<file path="src/rtl/mux4_sched_pkg.sv">
// Shared types and helpers for the round-robin 4:1 mux scheduler.
package mux4_sched_pkg;

    localparam int N_REQ = 4;
    localparam int SEL_W = 2;

    typedef enum logic {
        IDLE  = 1'b0,
        GRANT = 1'b1
    } state_e;

    function automatic logic [N_REQ-1:0] onehot(input logic [SEL_W-1:0] sel);
        onehot = N_REQ'(1) << sel;
    endfunction

endpackage

</file>
<file path="src/rtl/mux4_rr_sched_rr_pick4.sv">
// Combinational round-robin picker: first requester after 'last', wrapping.
module rr_pick4
    import mux4_sched_pkg::*;
(
    input  logic [N_REQ-1:0] req,
    input  logic [SEL_W-1:0] last,
    output logic             any,
    output logic [SEL_W-1:0] pick
);

    always_comb begin
        logic [SEL_W-1:0] idx;
        idx  = '0;
        any  = |req;
        pick = '0;
        // Walk from lowest to highest priority so the nearest hit after 'last' wins.
        for (int i = N_REQ; i >= 1; i--) begin
            idx = last + SEL_W'(i);
            if (req[idx]) begin
                pick = idx;
            end
        end
    end

endmodule

</file>
<file path="src/rtl/mux4_rr_sched.sv">
// Round-robin scheduler sharing one 4:1 mux channel, with per-grant beat cap.
module mux4_rr_sched
    import mux4_sched_pkg::*;
#(
    parameter int HOLD_MAX = 4,
    parameter int CNT_W    = 8
) (
    input  logic             clk,
    input  logic             rst_n,
    input  logic [N_REQ-1:0] req,
    input  logic [N_REQ-1:0] I,
    input  logic             y_ready,
    output logic [SEL_W-1:0] S,
    output logic [N_REQ-1:0] gnt,
    output logic             Y,
    output logic             y_valid,
    output logic             busy
);

    localparam logic [CNT_W-1:0] LAST_BEAT = CNT_W'(HOLD_MAX - 1);

    state_e           state_q, state_d;
    logic [SEL_W-1:0] s_q, s_d;
    logic [SEL_W-1:0] last_q, last_d;
    logic [N_REQ-1:0] gnt_q, gnt_d;
    logic [CNT_W-1:0] cnt_q, cnt_d;

    logic             granted;
    logic             accept;
    logic             release_grant;
    logic             pick_any;
    logic [SEL_W-1:0] pick_idx;
    logic [SEL_W-1:0] pick_last;

    assign granted       = (state_q == GRANT);
    assign accept        = granted && req[s_q] && y_ready;
    assign release_grant = granted && (!req[s_q] || (accept && (cnt_q == LAST_BEAT)));

    // On release the owner becomes 'last' in the same cycle, so rotate from it directly.
    assign pick_last = granted ? s_q : last_q;

    rr_pick4 u_pick (
        .req  (req),
        .last (pick_last),
        .any  (pick_any),
        .pick (pick_idx)
    );

    always_ff @(posedge clk or negedge rst_n) begin
        if (!rst_n) begin
            state_q <= IDLE;
            s_q     <= '0;
            last_q  <= SEL_W'(N_REQ - 1);
            gnt_q   <= '0;
            cnt_q   <= '0;
        end else begin
            state_q <= state_d;
            s_q     <= s_d;
            last_q  <= last_d;
            gnt_q   <= gnt_d;
            cnt_q   <= cnt_d;
        end
    end

    always_comb begin
        state_d = state_q;
        s_d     = s_q;
        last_d  = last_q;
        gnt_d   = gnt_q;
        cnt_d   = cnt_q;
        case (state_q)
            IDLE: begin
                if (pick_any) begin
                    state_d = GRANT;
                    s_d     = pick_idx;
                    gnt_d   = onehot(pick_idx);
                    cnt_d   = '0;
                end
            end
            GRANT: begin
                if (release_grant) begin
                    last_d = s_q;
                    cnt_d  = '0;
                    if (pick_any) begin
                        s_d   = pick_idx;
                        gnt_d = onehot(pick_idx);
                    end else begin
                        state_d = IDLE;
                        gnt_d   = '0;
                    end
                end else if (accept) begin
                    cnt_d = cnt_q + CNT_W'(1);
                end
            end
            default: begin
                state_d = IDLE;
                gnt_d   = '0;
                cnt_d   = '0;
            end
        endcase
    end

    always_comb begin
        S       = s_q;
        gnt     = gnt_q;
        busy    = granted;
        y_valid = granted && req[s_q];
        Y       = granted ? I[s_q] : 1'b0;
    end

endmodule

</file>
<file path="config.mk">
export PLATFORM = sky130hd
export DESIGN_NAME = mux4_rr_sched
export DESIGN_NICKNAME = d
export VERILOG_FILES = /design/src/rtl/mux4_sched_pkg.sv /design/src/rtl/mux4_rr_sched_rr_pick4.sv /design/src/rtl/mux4_rr_sched.sv
export SDC_FILE = /design/constraint.sdc
export NUM_CORES = 1
export LEC_CHECK = 0
export BUFFER_PORTS_ARGS = -buffer_cell sky130_fd_sc_hd__buf_2
export CAP_MARGIN = 10
export CELL_PAD_IN_SITES_DETAIL_PLACEMENT = 0
export CELL_PAD_IN_SITES_GLOBAL_PLACEMENT = 1
export CORE_MARGIN = 5
export CORE_UTILIZATION = 37
export CTS_CLUSTER_DIAMETER = 40
export DETAILED_ROUTE_END_ITERATION = 8
export PLACE_DENSITY = 0.8
export SYNTH_ARGS = -nofsm -noshare
export SYNTH_HDL_FRONTEND = slang
export SYNTH_SLANG_ARGS = --single-unit
</file>
<file path="constraint.sdc">
create_clock -name clk -period 1.71 [get_ports clk]
set_input_delay 0.2565 -clock clk [delete_from_list [all_inputs] [get_ports clk]]
set_output_delay 0.2565 -clock clk [all_outputs]
set_load 0.02 [all_outputs]
</file>
==> flow_metrics.env <==
export IMPL_hold_class="primary input to asynchronous set/reset pin"
export IMPL_multi_input_area_um2=613
export IMPL_worst_path_buf_inv=1
export IMPL_drive_above_1_share_pct=44.7
export IMPL_synth_area_per_cell_um2=9.67
export IMPL_clock_latency_ns=0.29
export IMPL_r2r_cells=5
export IMPL_cts_sinks=17
export IMPL_synth_edf_count=0
export IMPL_port_buffers=19
export IMPL_post_drt_wl_per_cell_um=14.4
export IMPL_synth_top_family_by_area="compound AO/OA/AOI/OAI gates"
export IMPL_worst_r2r_endpoint="cnt_q[5]$_DFFE_PN0P_"
export IMPL_slowest_stage="mux4_2"
export IMPL_fin_nets=154
export IMPL_synth_seq_cells=17
export IMPL_drc=0
export IMPL_startpoint_type="register"
export IMPL_grt_usage_pct=13.3
export IMPL_root_buffer="clkbuf_4"
export IMPL_synth_compound_gate_area_share_pct=23.1
export IMPL_maxSlewViolCount=0
export IMPL_synthAdderAreaFrac_pct=1.22
export IMPL_rows=19
export IMPL_vias=918
export IMPL_failed_checks="setup timing"
export IMPL_ys_seq_area_share_pct=41.8
export IMPL_period_share_pct=101
export IMPL_finClkSkew_ns=0.00567
export IMPL_htreeDepth=1
export IMPL_path_class="register to output pin"
export IMPL_wl_met2_mm=1.25
export IMPL_gp_congestion=0.821
export IMPL_worstReg2RegStart="S[1]$_DFFE_PN0P_"
export IMPL_start_util_pct=37.8
export IMPL_dpl_hpwl_mm=1.87
export IMPL_leakage_nw=0.607
export IMPL_setup_viol=2
export IMPL_area_growth_pct=32.8
export IMPL_end_kind="output pin"
export IMPL_cts_buffers=3
export IMPL_fmax_mhz=578
export IMPL_grt_max_degree=18
export IMPL_cp_top_family="multiplexers"
export IMPL_ios=20
export IMPL_place_ws_ns=-0.0193
export IMPL_core_area_um2=2710
export IMPL_antenna_found_initial=0
export IMPL_fillers=270
export IMPL_slowest_delay_ns=0.50
export IMPL_wl_mm=2.48
export IMPL_synthesis_area_um2=1020
export IMPL_clk_path_buf_depth=2
export IMPL_synth_top_area_share_pct=36.6
export IMPL_grt_pass1_wl_mm=4.32
export IMPL_rrSetupSlack_ns=-0.01
export IMPL_top_layer_used="met4"
export IMPL_cp_max_fo=3
export IMPL_die_h_um=62.6
export IMPL_grt_overflow_total=0
export IMPL_ant_nets=0
export IMPL_dr_first_iter_drc_count=39
export IMPL_wl_met1_mm=1.10
export IMPL_synth_most_common_cell="dfrtp_1"
export IMPL_route_met3_wl_um=114
export IMPL_utilization_pct=50.2
export IMPL_crit_chain="mux4_2 > and2_4 > buf_6"
export IMPL_syn_inst=106
export IMPL_dr_pass1_iters=4
export IMPL_syn_num_nets=118
export IMPL_viasPerCell=5.34
export IMPL_hold_viol=0
export IMPL_power_density_nw_per_um2=1480
export IMPL_hold_ws_ns=0.416
export IMPL_grt_pass1_vias=977
export IMPL_netlist_top_cells_area="dfrtp_1 37%, o21ai_0 5.9%, dfstp_2 5.1%"
export IMPL_die_area_um2=3920
export IMPL_synthSimpleGateAreaFrac_pct=17.8
export IMPL_synth_cell_types=39
export IMPL_crit_arrival_ns=1.47
export IMPL_synth_main_ff_cell="dfrtp_1"
export IMPL_drv_cap=0
export IMPL_fin_crit_ns=1.73
export IMPL_worst_slew_pin_transition_ns=0.425
export IMPL_vdd_drop_max_uv=976
export IMPL_worstPathRequired_ns=1.45
export IMPL_antenna_cells=0
export IMPL_cts_tree="built"
export IMPL_rsz0062_at_grt="yes"
export IMPL_status="complete, but fails checks"
export IMPL_relSlewSlack_pct=71.4
export IMPL_muxShareOfSynthArea_pct=9.77
export IMPL_cts_reportedPaths_clkPinSlew_ns=0.10
export IMPL_die_w_um=62.6
export IMPL_synthArstFlopShare_pct=100
export IMPL_regArea_um2=432
export IMPL_setup_ws_ns=-0.0187
export IMPL_synth_top_area_cell="dfrtp_1"
export IMPL_synth_xor_area_share_pct=2.56
export IMPL_yosys_top_cells_count="15 x dfrtp_1, 12 x nand2_1, 12 x o21ai_0, 9 x nor2_1, 6 x a21oi_1"
export IMPL_ys_warn_count=0
## sequential cells by signal, summed over array words and instances, names as in the netlist
signal and count:
S 2, gnt 4, cnt_q 8, last_q 2, busy 1
## cells by family after synthesis
family          after synthesis
buf+inv                       8
mux                           8
flops                        17
compound gates               32
simple gates                 37
fa+ha+maj                     1
xor+xnor                      3
## cell type report
cell class                 count  share of cell area, %
multi-input combinational     81                   45.0
clock buffer                   4                   1.93
inverter                       5                   1.56
tap                           31                   2.85
timing repair buffer          34                   16.9
sequential                    17                   31.7
## metrics by stage
step / power [W] / TNS (ns) / instances / cell area, um^2
detailed placement: 0.00154 / -0.0193 / 160 / 1200
global placement: 0.00151 / 0 / 160 / 1200
finish: 0.00202 / -0.0321 / 172 / 1360
global route: 0.00218 / -0.366 / 172 / 1360
floorplan: 0.00129 / -0.0244 / 106 / 1030
CTS: 0.00196 / -0.0699 / 170 / 1320
## layer usage
metal	track usage, %	up-vias
met5	0	-
met4	5.04	0
met3	2.70	2
met2	23.8	22
met1	15.2	438
li1	-	456
## report_power, final
part	total, W	switching [W]	internal (W)
clock network	0.000214	0.000124	0.0000907
registers	0.000620	0.0000907	0.000529
logic	0.00118	0.000596	0.000588
total	0.00202	0.000810	0.00121
## cells in the final DEF, fill, tap and decap left out, types with 3 or more instances in the layout
cell type and instances:
a21oi_1 5, buf_2 17, dfrtp_1 12, nand2_1 12, clkbuf_4 3, mux2_2 3
o21ai_0 10, nand3_1 3, inv_1 4, dfrtp_2 3, nor2_1 8, buf_4 12
buf_6 4
## how the worst max path moves through the flow
stage / start / endpoint / cells past startpoint
6_report: S[0]$_DFFE_PN0P_ / Y / 3
5_1_grt: S[1]$_DFFE_PN0P_ / cnt_q[5]$_DFFE_PN0P_ / 5
4_1_cts: S[1]$_DFFE_PN0P_ / cnt_q[5]$_DFFE_PN0P_ / 5
3_5_place_dp: S[1]$_DFFE_PN0P_ / cnt_q[5]$_DFFE_PN0P_ / 5
3_3_place_gp: S[1]$_DFFE_PN0P_ / cnt_q[5]$_DFFE_PN0P_ / 5
2_1_floorplan: S[0]$_DFFE_PN0P_ / Y / 3
## worst register-to-register path: cells and delay by family, from the launching register on
kind	cells	cell delay (ns)
compound gates	3	0.56
flops	1	0.43
mux	1	0.28
simple gates	1	0.35
## timing repair
action / in CTS / in global routing
endpoints found under the setup margin: 3 / 15
buffers inserted: 5 / 2
endpoints found under the hold margin: 15 / 0
pin swaps: 2 / 3
hold buffers: 1 / 0
resized for setup: 15 / 9
No activity file was read; power rests on OpenSTA's default activity.
